### src/rtl/demux_1to4_sched.sv
// Round-robin burst scheduler in front of a 1-to-4 demux.
// One valid/ready input stream is handed to one sink at a time, for up to
// BURST beats per grant. A single registered data stage feeds every sink.
// The one-hot out_valid vector and the {s0,s1} select pair indicate which
// sink currently owns that stage.
//
// state | meaning
// ------+---------------------------------------------------------------
// IDLE  | no owner; choose the next eligible sink (takes one cycle)
// GRANT | stream beats to grant_q until the burst closes and drains
module demux_1to4_sched #(
  parameter int DW    = 8,
  parameter int BURST = 4
) (
  input  logic          clk,
  input  logic          rst_n,
  input  logic          en,
  input  logic [3:0]    sink_en,
  input  logic          in_valid,
  input  logic [DW-1:0] in_data,
  input  logic          in_last,
  output logic          in_ready,
  output logic [3:0]    out_valid,
  output logic [DW-1:0] out_data,
  input  logic [3:0]    out_ready,
  output logic          s0,
  output logic          s1,
  output logic          busy
);

  localparam int CW = $clog2(BURST + 1);
  // cnt_q is the number of beats already taken. When it equals this value,
  // the beat being accepted is the final beat the burst allows.
  localparam logic [CW-1:0] CNT_LAST = CW'(BURST - 1);

  typedef enum logic {
    IDLE  = 1'b0,
    GRANT = 1'b1
  } state_t;

  state_t          state_q, state_d;
  logic [1:0]      grant_q, grant_d;
  logic [1:0]      last_grant_q, last_grant_d;
  logic            hold_v_q, hold_v_d;
  logic [DW-1:0]   data_q, data_d;
  logic [CW-1:0]   cnt_q, cnt_d;
  logic            closing_q, closing_d;

  logic [1:0]      pick;
  logic            pick_ok;
  logic [1:0]      scan_idx;
  logic            sel_ready;
  logic            drain_ok;
  logic            take_ok;
  logic            accept;

  // Round-robin search: the sink after the previous winner is checked first,
  // and the previous winner itself is checked last.
  always_comb begin
    pick     = 2'd0;
    pick_ok  = 1'b0;
    scan_idx = 2'd0;
    for (int i = 1; i <= 4; i++) begin
      scan_idx = last_grant_q + 2'(i);
      if (!pick_ok && sink_en[scan_idx]) begin
        pick    = scan_idx;
        pick_ok = 1'b1;
      end
    end
  end

  // Handshake terms. Only the granted sink's ready is used. The holding
  // stage can accept a new beat when it is empty or is being emptied in
  // the same cycle.
  always_comb begin
    sel_ready = out_ready[grant_q];
    drain_ok  = !hold_v_q || sel_ready;
    take_ok   = (state_q == GRANT) && !closing_q && drain_ok;
    accept    = take_ok && in_valid;
  end

  // Next-state logic and next values for the data stage.
  always_comb begin
    state_d      = state_q;
    grant_d      = grant_q;
    last_grant_d = last_grant_q;
    hold_v_d     = hold_v_q;
    data_d       = data_q;
    cnt_d        = cnt_q;
    closing_d    = closing_q;
    case (state_q)
      IDLE: begin
        if (en && in_valid && pick_ok) begin
          grant_d   = pick;
          cnt_d     = '0;
          closing_d = 1'b0;
          state_d   = GRANT;
        end
      end
      GRANT: begin
        if (accept) begin
          data_d    = in_data;
          hold_v_d  = 1'b1;
          cnt_d     = cnt_q + 1'b1;
          closing_d = in_last || (cnt_q == CNT_LAST);
        end else if (hold_v_q && sel_ready) begin
          hold_v_d = 1'b0;
        end
        // While the burst is closing, no new beat is taken. This cycle
        // therefore only empties the holding stage and then releases the
        // grant.
        if (closing_q && drain_ok) begin
          last_grant_d = grant_q;
          state_d      = IDLE;
        end
      end
      default: state_d = IDLE;
    endcase
  end

  // State and data registers. last_grant resets to 3 so that sink 0 is the
  // first sink checked after reset.
  always_ff @(posedge clk) begin
    if (!rst_n) begin
      state_q      <= IDLE;
      grant_q      <= 2'd0;
      last_grant_q <= 2'd3;
      hold_v_q     <= 1'b0;
      data_q       <= '0;
      cnt_q        <= '0;
      closing_q    <= 1'b0;
    end else begin
      state_q      <= state_d;
      grant_q      <= grant_d;
      last_grant_q <= last_grant_d;
      hold_v_q     <= hold_v_d;
      data_q       <= data_d;
      cnt_q        <= cnt_d;
      closing_q    <= closing_d;
    end
  end

  // Output decode. grant_q stays fixed for the whole GRANT state, so the
  // select pair does not move while the last beat drains.
  always_comb begin
    in_ready  = take_ok;
    out_valid = hold_v_q ? (4'b0001 << grant_q) : 4'b0000;
    out_data  = data_q;
    s0        = grant_q[1];
    s1        = grant_q[0];
    busy      = (state_q == GRANT);
  end

endmodule

### config.mk
export PLATFORM = sky130hd
export DESIGN_NAME = demux_1to4_sched
export DESIGN_NICKNAME = d
export VERILOG_FILES = /design/src/rtl/demux_1to4_sched.sv
export SDC_FILE = /design/constraint.sdc
export NUM_CORES = 1
export LEC_CHECK = 0
export CAP_MARGIN = 20
export CORE_MARGIN = 8
export CORE_UTILIZATION = 30
export CTS_CLUSTER_DIAMETER = 100
export DETAILED_ROUTE_END_ITERATION = 8
export HOLD_SLACK_MARGIN = 0.08
export PLACE_DENSITY = 0.64
export SLEW_MARGIN = 30
export SYNTH_ARGS = -nofsm -noshare
export SYNTH_HDL_FRONTEND = slang
export SYNTH_SLANG_ARGS = --single-unit
### constraint.sdc
create_clock -name clk -period 4.33 [get_ports clk]
set_clock_uncertainty 0.15 [all_clocks]
set_input_delay 0.6495 -clock clk [delete_from_list [all_inputs] [get_ports clk]]
set_output_delay 0.6495 -clock clk [all_outputs]
set_load 0.05 [all_outputs]
==> run summary, run 1 <==
Run status
- status: complete, no violations

CTS
- maximum buffer depth of the clock tree: 2
- root buffer selected by CTS: clkbuf_4
- clock tree from TritonCTS: yes
- Resized Gates After CTS: 0
- H-tree depth reported by CTS: 1
- number of buffers inserted for hold repair after clock tree synthesis: 0
- number of buffers inserted to repair setup after CTS: 0
- number of clock sinks seen by CTS: 18
- Clock transition at path regs: 0.09 ns
- clock insertion delay at the later pin of the skew report: 0.28 ns
- Num CTS Buffers: 3

Timing
- final cycle utilization of the critical path: 0.736
- achievable clock frequency: 314 MHz
- final critical path time including I/O delays and setup: 3.19 ns
- final setup violation count: 0
- slew at the pin with the worst max-slew slack: 0.806 ns
- RSZ-0062 raised after global routing: false
- Slew headroom: 0.462
- final sum of negative setup slack: 0 ns
- final number of max-transition violations: 0
- Fin. Hold Viols: 0

Worst setup path
- minimum setup slack among reg-to-reg paths: 2.25 ns
- Worst setup EP type: output port
- Critical R2R Launch: grant_q[1]
- number of cells on the worst reg-to-reg path: 4
- Startpoint Class: input pin
- Worst R2R End: out_data[5]
- Worst EP arrival: 2.39 ns
- required time at the endpoint of the critical path: 3.53 ns
- top fanout value on the critical path: 3
- Crit Path Class: in -> out

Logic synthesis
- Synthesized Nets: 133
- post-synthesis average cell area: 8.76 sq um
- number of register bits inferred by synthesis: 18
- cell area after technology mapping: 963 sq um
- most instantiated flip-flop cell in the synthesis netlist: dfxtp_1
- unique cell type count in the Yosys netlist: 30
- YS warnings: 0
- sequential cell area fraction in the yosys report: 0.374
- synthesized instance count: 110
- Post-synth EDFFs: 0
- share of flip-flops with an asynchronous set or reset after synthesis: 0

Detailed routing
- number of violations reported at the end of detailed-routing iteration 0: 24
- via count normalized by instance count: 4.72
- Total Routed Length: 2.32 mm
- final antenna-violating net count: 0
- post-detailed-route wirelength per cell: 12.3 um
- routed vias: 893
- DRC: 0
- length of the first detailed-routing pass in iterations: 5

Hold path
- Hold Crit Start: out_data[1]
- min-delay worst type: reg -> reg
- Worst Hold End: out_data[1]
- number of cells on the worst hold path: 2

Power
- worst ir drop on vdd: 95.5 uV
- P_int: 0.000242 W
- Flop pwr share: 0.521
- switching share of power: 0.289
- combinational group share of total power: 0.243
- share of power burned in the clock network: 0.236
- Leakage Power: 0.497 nW
- total power density per cell area: 251 mW/mm^2
- net switching component of the power: 0.0000981 W

GRT
- largest net degree at the start of global routing: 31
- via count of the first global-routing pass: 853
- first-pass GRT wire length: 3.71 mm
- Total GRT Usage: 0.0872
- Congestion Overflow GR: 0
- number of antenna violations at the first check in global routing: 0

Floorplan
- cell row count: 20
- die outline area: 0.00528 sq mm
- vertical die dimension: 72.7 um
- die boundary width: 72.7 um
- starting density of the core: 0.316
- I/O pin count: 37
- Core Area: 0.00305 sq mm

Layout
- area taken by multi-input logic gates: 552 sq um
- Seq. cell area: 360 sq um
- fraction of layout cells with a size suffix above 1: 0.0621
- area added between synthesis and finish: 40.4%
- fillcell total: 334
- number of nets in the layout: 170
- Ant. Diodes: 0
- finished layout cell area: 0.00135 sq mm

Placed design
- Final HPWL DP: 1.78 mm
- Routability Congestion: 0.708
- IO Port Bufs: 36
- Post-Place Cell Area: 0.00134 sq mm

Flow run
- number of max-capacitance violations reported: 0

## stage by stage
step                      setup WS, ns  instances  utilization  hold WS [ns]  total power, W
after detailed placement          1.14        186        0.437         0.301        0.000265
after global routing              1.08        189        0.443         0.331        0.000358
final                             1.14        189        0.443         0.314        0.000340
after CTS                         1.12        189        0.445         0.320        0.000346
after global placement            1.16        186        0.437         0.291        0.000263
after floorplan                   1.68        110            -         0.297        0.000230
## layer usage
metal  GRT usage  wire length, um
met1      0.0892              995
met4      0.0511               17
met5           0                0
met3      0.0412              228
met2       0.142             1080
## worst max-delay path by stage
| stage | from | end | slack (ns) | cells after the start |
|---|---|---|---|---|
| floorplan | grant_q[1] | in_ready | 1.68 | 3 |
| global placement | out_ready[2] | in_ready | 1.16 | 5 |
| detailed placement | out_ready[0] | in_ready | 1.14 | 5 |
| CTS | out_ready[0] | in_ready | 1.12 | 5 |
| global route | out_ready[1] | in_ready | 1.08 | 5 |
| finish | out_ready[0] | in_ready | 1.14 | 5 |
## power by group through the flow
| stage | Clock, W | Combinational, W | Sequential, W |
|---|---|---|---|
| 6_report | 0.0000801 | 0.0000827 | 0.000177 |
| 5_1_grt | 0.0000910 | 0.0000885 | 0.000178 |
| 3_3_place_gp | 0 | 0.0000825 | 0.000181 |
| 2_1_floorplan | 0 | 0.0000349 | 0.000195 |
| 3_5_place_dp | 0 | 0.0000839 | 0.000181 |
| 4_1_cts | 0.0000848 | 0.0000843 | 0.000177 |
## flip-flops by register name (all words and copies together) (netlist names)
signal        cells
last_grant_q      2
cnt_q             3
hold_v_q          1
closing_q         1
out_data          8
grant_q           2
busy              1
## cell type report
type,count,area share
multi-input cells,86,0.408
well taps,44,0.0407
clock buffers,3,0.0167
flip-flops and latches,18,0.266
repair buffers,36,0.263
inverters,2,0.00555
## critical path: stages
cell,delay [ns]
clkdlybuf4s50_1,0.41
mux2_2,0.30
o221ai_2,0.26
nor2_1,0.07
clkdlybuf4s50_1,0.71
## cell usage after synthesis (2+ instances only)
| master | instances | area share |
|---|---|---|
| o221ai_1 | 2 | 0.018 |
| nor2_1 | 8 | 0.031 |
| dfxtp_1 | 18 | 0.37 |
| mux2i_1 | 13 | 0.14 |
| dlygate4sd1_1 | 2 | 0.018 |
| inv_1 | 2 | 0.0078 |
| nand3_1 | 3 | 0.016 |
| nand2_1 | 25 | 0.097 |
| nor3_1 | 2 | 0.010 |
| o21ai_0 | 2 | 0.010 |
| nand2b_1 | 4 | 0.026 |
| o21a_1 | 2 | 0.016 |
| a21oi_1 | 8 | 0.042 |
| ha_1 | 2 | 0.026 |
| mux2_2 | 2 | 0.023 |
## cell usage in the layout, fill, tap and decap left out
cell type	count
inv_1	2
nor4_1	1
o21ai_0	2
and2_1	1
or3_1	1
a32o_1	1
buf_2	1
nand3_1	3
o21a_1	2
clkbuf_4	3
nor3b_4	1
a21oi_1	8
nor3_1	2
nand3b_1	1
o221ai_2	1
ha_1	2
o221ai_1	2
nor3b_1	1
nand2b_1	4
mux2i_1	13
dfxtp_1	18
or2b_1	1
mux2_2	2
o32a_1	1
and2_2	1
nand2_1	25
and3b_1	1
nor2b_1	1
nor2_1	8
clkdlybuf4s50_1	35
## logic make-up after synthesis
group           count (synthesis)  synth area share
compound gates                 17             0.122
fa+ha+maj                       2            0.0260
buf+inv                         6            0.0532
flops                          18             0.374
mux                            15             0.158
simple gates                   52             0.266
No activity file was read; power rests on OpenSTA's default activity.
==> inputs of run 2 (changes only) <==
- PLACE_DENSITY: 0.64 -> 0.67
- clock period: 4.33 -> 2.6 ns (I/O delays scaled with it)
==> run 2 against run 1 <==
  * Power is 67% higher
  * Sequential share of layout area shrank 0.34 points
  * Die area is the same
  * Sequential power is 67% higher
  * Final area is 1.3% higher
  * Utilization up 0.57 points
  * Register-to-register slack got worse by 1.5 ns
  * Setup slack worse by 0.87 ns
  * Global-route usage grew 0.47 points
==> run summary, run 2 (same netlist as run 1, synthesis figures left out) <==
Run status
- status: complete, no violations

CTS
- clock tree from TritonCTS: yes
- clock insertion delay at the later pin of the skew report: 0.29 ns, about the same
- Num CTS Buffers: 3, unchanged
- Resized Gates After CTS: 0, unchanged
- root buffer selected by CTS: clkbuf_4
- number of buffers inserted for hold repair after clock tree synthesis: 0, unchanged
- Clock transition at path regs: 0.09 ns, about the same
- number of clock sinks seen by CTS: 18, unchanged
- maximum buffer depth of the clock tree: 2, unchanged
- number of buffers inserted to repair setup after CTS: 0, unchanged
- H-tree depth reported by CTS: 1, unchanged

Worst setup path
- required time at the endpoint of the critical path: 2.06 ns, -1.47 ns
- top fanout value on the critical path: 5, +2
- Startpoint Class: register
- Worst EP arrival: 1.79 ns, -0.60 ns
- Worst R2R End: closing_q
- Worst setup EP type: output port
- minimum setup slack among reg-to-reg paths: 0.71 ns, -1.54 ns
- Critical R2R Launch: grant_q[1]
- Crit Path Class: reg -> out
- number of cells on the worst reg-to-reg path: 5, +1

Floorplan
- vertical die dimension: 72.7 um, unchanged
- die outline area: 0.00528 sq mm, unchanged
- cell row count: 20, unchanged
- Core Area: 0.00305 sq mm, unchanged
- I/O pin count: 37, unchanged
- starting density of the core: 0.316, unchanged
- die boundary width: 72.7 um, unchanged

Timing
- final critical path time including I/O delays and setup: 2.33 ns
- Slew headroom: 0.632, +0.170
- final cycle utilization of the critical path: 0.897
- final sum of negative setup slack: 0 ns, unchanged
- slew at the pin with the worst max-slew slack: 0.551 ns, -0.255 ns
- achievable clock frequency: 429 MHz
- Worst Hold Margin: 0.314 ns, +0.000292 ns
- final number of max-transition violations: 0, unchanged
- final setup violation count: 0, unchanged
- Fin. Hold Viols: 0, unchanged
- RSZ-0062 raised after global routing: false

GRT
- Congestion Overflow GR: 0, unchanged
- Total GRT Usage: 0.0919, +0.00467
- number of antenna violations at the first check in global routing: 0, unchanged
- via count of the first global-routing pass: 880, +3.2%
- first-pass GRT wire length: 3.95 mm, +6.3%
- largest net degree at the start of global routing: 19, -39%

Power
- Leakage Power: 0.508 nW, +2.4%
- worst ir drop on vdd: 189 uV, +98%
- total power density per cell area: 414 mW/mm^2, +65%
- total design power: 0.000568 W, +67%

Placed design
- IO Port Bufs: 36, unchanged
- Final HPWL DP: 1.84 mm, +3.4%
- Routability Congestion: 0.710, +0.24%
- Post-Place Cell Area: 0.00135 sq mm, +0.94%
- instance count after placement with tap cells included: 188, +1.1%

Hold path
- number of cells on the worst hold path: 2, unchanged
- Worst Hold End: out_data[4]
- min-delay worst type: reg -> reg
- Hold Crit Start: out_data[4]

Layout
- max FFs per register: 8, unchanged
- finished layout cell area: 0.00137 sq mm, +1.3%
- number of nets in the layout: 172, +1.2%
- filler-free cell count of the finished design: 191, +1.1%
- most common cell after layout, fill and taps aside: clkdlybuf4s50_1
- Ant. Diodes: 0, unchanged
- area added between synthesis and finish: 42.2%
- top library cells by usage in the layout, fill and taps aside: 35 x clkdlybuf4s50_1, 25 x nand2_1, 18 x dfxtp_1
- fraction of layout cells with a size suffix above 1: 0.0748, +0.0128

Detailed routing
- length of the first detailed-routing pass in iterations: 4, -1
- DRC: 0, unchanged
- Total Routed Length: 2.32 mm, +0.22%
- number of violations reported at the end of detailed-routing iteration 0: 38, +58%
- post-detailed-route wirelength per cell: 12.2 um, -0.83%
- final antenna-violating net count: 0, unchanged
- via count normalized by instance count: 4.66, -1.3%
- routed vias: 891, -0.22%

Flow run
- number of max-capacitance violations reported: 0, unchanged

run 2: per-stage QoR:
step	util	worst slack [ns]
floorplan	-	0.210
global placement	0.441	0.468
detailed placement	0.441	0.435
CTS	0.449	0.246
global route	0.449	0.145
finish	0.449	0.268
run 2: cell type report:
| class | count | area [sq um] |
|---|---|---|
| well taps | 44 | 55.1 |
| fillers | 340 | 1680 |
| multi-input cells | 86 | 552 |
| clock buffers | 3 | 22.5 |
| repair buffers | 38 | 373 |
| inverters | 2 | 7.51 |
| flip-flops and latches | 18 | 360 |
run 2: worst max path at each step:
stage	startpoint	to	slack, ns	cells past startpoint
3_5_place_dp	out_ready[3]	in_ready	0.43	5
3_3_place_gp	out_ready[1]	in_ready	0.47	5
2_1_floorplan	grant_q[1]	in_ready	0.21	3
5_1_grt	grant_q[0]	out_valid[1]	0.15	3
4_1_cts	grant_q[0]	out_valid[0]	0.25	3
6_report	grant_q[0]	out_valid[0]	0.27	3
run 2: critical path, cell delays in order, from the launching register on:
cell             delay [ns]
dfxtp_1                0.35
nand2b_1               0.23
nor2_1                 0.12
clkdlybuf4s50_1        0.81
run 2: power breakdown:
part	total, W	switching (W)	internal [W]
clock network	0.000133	0.0000793	0.0000539
logic	0.000140	0.0000743	0.0000658
registers	0.000295	0.00000975	0.000285
total	0.000568	0.000163	0.000405
run 2: per-layer routing:
metal | GRT usage | share of wire
met1 | 0.0983 | 0.43
met2 | 0.146 | 0.44
met3 | 0.0481 | 0.12
met4 | 0.0422 | 0.018
met5 | 0 | 0
==> inputs of run 3 (changes only) <==
- GPL_TIMING_DRIVEN: default -> 0
- MAX_ROUTING_LAYER: default -> met4
==> run 3 against run 2 <==
  * Via count grew 4.3%
  * Non-clock buffer count rose by 2
  * Sequential cell count is the same
  * Combinational power rose by 4%
  * Setup slack got worse by 0.060 ns
  * Critical path depth grew 1
  * Power up 6.7%
  * Worst hold slack got worse by 0.00076 ns
  * Final area is 3.3% higher
  * Die area stayed put
  * Sequential share of layout area down 0.75 points
  * Critical endpoint is now in_ready
==> run summary, run 3 (same netlist as run 1, synthesis figures left out) <==
Placed design
- IO Port Bufs: 36, unchanged
- worst setup slack after placement: -0.0868 ns, -0.522 ns
- Post-Place Cell Area: 0.00138 sq mm, +2.3%
- Routability Congestion: 0.672, -5.3%
- Final HPWL DP: 1.95 mm, +5.5%

Hold path
- min-delay worst type: reg -> reg
- number of cells on the worst hold path: 2, unchanged
- Worst Hold End: out_data[4]
- Hold Crit Start: out_data[4]

CTS
- maximum buffer depth of the clock tree: 2, unchanged
- number of buffers inserted to repair setup after CTS: 0, unchanged
- root buffer selected by CTS: clkbuf_4
- Num CTS Buffers: 3, unchanged
- Clock transition at path regs: 0.10 ns, about the same
- clock tree from TritonCTS: yes
- clock insertion delay at the later pin of the skew report: 0.28 ns, about the same
- number of clock sinks seen by CTS: 18, unchanged
- H-tree depth reported by CTS: 1, unchanged

Timing
- final number of max-transition violations: 0, unchanged
- achievable clock frequency: 418 MHz, -2.5%
- slew at the pin with the worst max-slew slack: 0.529 ns, -0.0219 ns
- final sum of negative setup slack: 0 ns, unchanged
- final cycle utilization of the critical path: 0.920, +0.0232
- RSZ-0062 raised after global routing: false
- Slew headroom: 0.646, +0.0147
- final critical path time including I/O delays and setup: 2.39 ns, +0.0604 ns
- Fin. Hold Viols: 0, unchanged
- fin worst setup slack: 0.208 ns, -0.0604 ns
- final setup violation count: 0, unchanged

GRT
- Congestion Overflow GR: 0, unchanged
- largest net degree at the start of global routing: 11, -8
- first-pass GRT wire length: 4.34 mm, +10%
- met3 Usage GRT: 0.0371, -0.0110
- via count of the first global-routing pass: 998, +13%
- global routing usage on met2: 0.163, +0.0169
- number of antenna violations at the first check in global routing: 0, unchanged
- busiest layer in global routing: met2
- met1 Track Usage GR: 0.118, +0.0199
- Total GRT Usage: 0.103, +0.0109

Run status
- status: complete, no violations

Detailed routing
- via count normalized by instance count: 4.79, +2.7%
- post-detailed-route wirelength per cell: 12.6 um, +3.9%
- routed vias: 929, +4.3%
- Total Routed Length: 2.45 mm, +5.6%
- length of the first detailed-routing pass in iterations: 4, unchanged
- DRC: 0, unchanged
- number of violations reported at the end of detailed-routing iteration 0: 18, -53%
- final antenna-violating net count: 0, unchanged

Layout
- fraction of layout cells with a size suffix above 1: 0.0800, +0.00517
- max FFs per register: 8, unchanged
- most common cell after layout, fill and taps aside: clkdlybuf4s50_1
- final core area utilization: 0.464, +0.0148
- top library cells by usage in the layout, fill and taps aside: 35 x clkdlybuf4s50_1, 25 x nand2_1, 17 x dfxtp_1
- area added between synthesis and finish: 46.9%
- Ant. Diodes: 0, unchanged
- number of nets in the layout: 174, +1.2%
- fillcell total: 320, -5.9%
- finished layout cell area: 0.00142 sq mm, +3.3%

Worst setup path
- Critical R2R Launch: grant_q[0]
- number of cells on the worst reg-to-reg path: 5, unchanged
- required time at the endpoint of the critical path: 2.06 ns, about the same
- Worst setup EP type: output port
- Worst R2R End: cnt_q[2]
- Setup crit start: grant_q[1]
- top fanout value on the critical path: 8, +3
- Worst EP arrival: 1.85 ns, +0.06 ns
- Crit Path Class: reg -> out
- Startpoint Class: register
- minimum setup slack among reg-to-reg paths: 0.78 ns, +0.07 ns

Floorplan
- Core Area: 0.00305 sq mm, unchanged
- starting density of the core: 0.316, unchanged
- die boundary width: 72.7 um, unchanged
- I/O pin count: 37, unchanged
- die outline area: 0.00528 sq mm, unchanged
- cell row count: 20, unchanged
- vertical die dimension: 72.7 um, unchanged

Power
- Leakage Power: 0.533 nW, +4.8%
- total power density per cell area: 428 mW/mm^2, +3.3%
- worst ir drop on vdd: 250 uV, +32%
- total design power: 0.000606 W, +6.7%

Flow run
- number of max-capacitance violations reported: 0, unchanged

-- run 3: cell count changes in the layout (fill, tap and decap cells not counted) --
cell,previous run,this run
buf_6,0,1
dlygate4sd1_1,0,2
buf_4,3,0
clkbuf_8,0,1
buf_8,0,1
dlygate4sd2_1,0,1
dfxtp_1,18,17
dfxtp_2,0,1
-- run 3: worst max-delay path, stage by stage (launching register included) --
cell and delay, ns:
dfxtp_2 0.42, mux2_2 0.39, o221ai_2 0.27, nor2_1 0.07, dlygate4sd2_1 0.42
-- run 3: area by class of cell --
| cell class | instances | area, sq um | share of cell area |
|---|---|---|---|
| multi-input cells | 86 | 552 | 0.390 |
| flip-flops and latches | 18 | 362 | 0.256 |
| repair buffers | 36 | 359 | 0.254 |
| well taps | 44 | 55.1 | 0.0389 |
| plain buffers | 4 | 43.8 | 0.0309 |
| clock buffers | 4 | 36.3 | 0.0256 |
| inverters | 2 | 7.51 | 0.00531 |
-- run 3: report_power, final --
group / internal [W] / leakage (nW) / switching [W]
clock network: 0.0000852 / 0.0210 / 0.0000804
registers: 0.000285 / 0.146 / 0.00000994
logic: 0.0000682 / 0.365 / 0.0000768
-- run 3: worst max-delay path by stage --
stage	endpoint	depth (start not counted)
finish	in_ready	4
global route	in_ready	4
CTS	in_ready	4
detailed placement	in_ready	5
global placement	in_ready	5
floorplan	in_ready	3
-- run 3: what timing repair did --
action                     in CTS  in global routing
resized for setup               1                  1
setup endpoints to repair       1                  1
hold buffers                    0                  0
-- run 3: per-layer routing --
metal	share of wire	vias to the layer above
li1	-	464
met1	0.47	432
met2	0.44	31
met3	0.087	2
met4	0.0029	0
met5	0	-
-- run 3: per-stage QoR --
stage / hold WS, ns / std cells
after floorplan: 0.297 / 110
after global placement: 0.293 / 190
after detailed placement: 0.300 / 190
after CTS: 0.316 / 194
after global routing: 0.338 / 194
final: 0.314 / 194
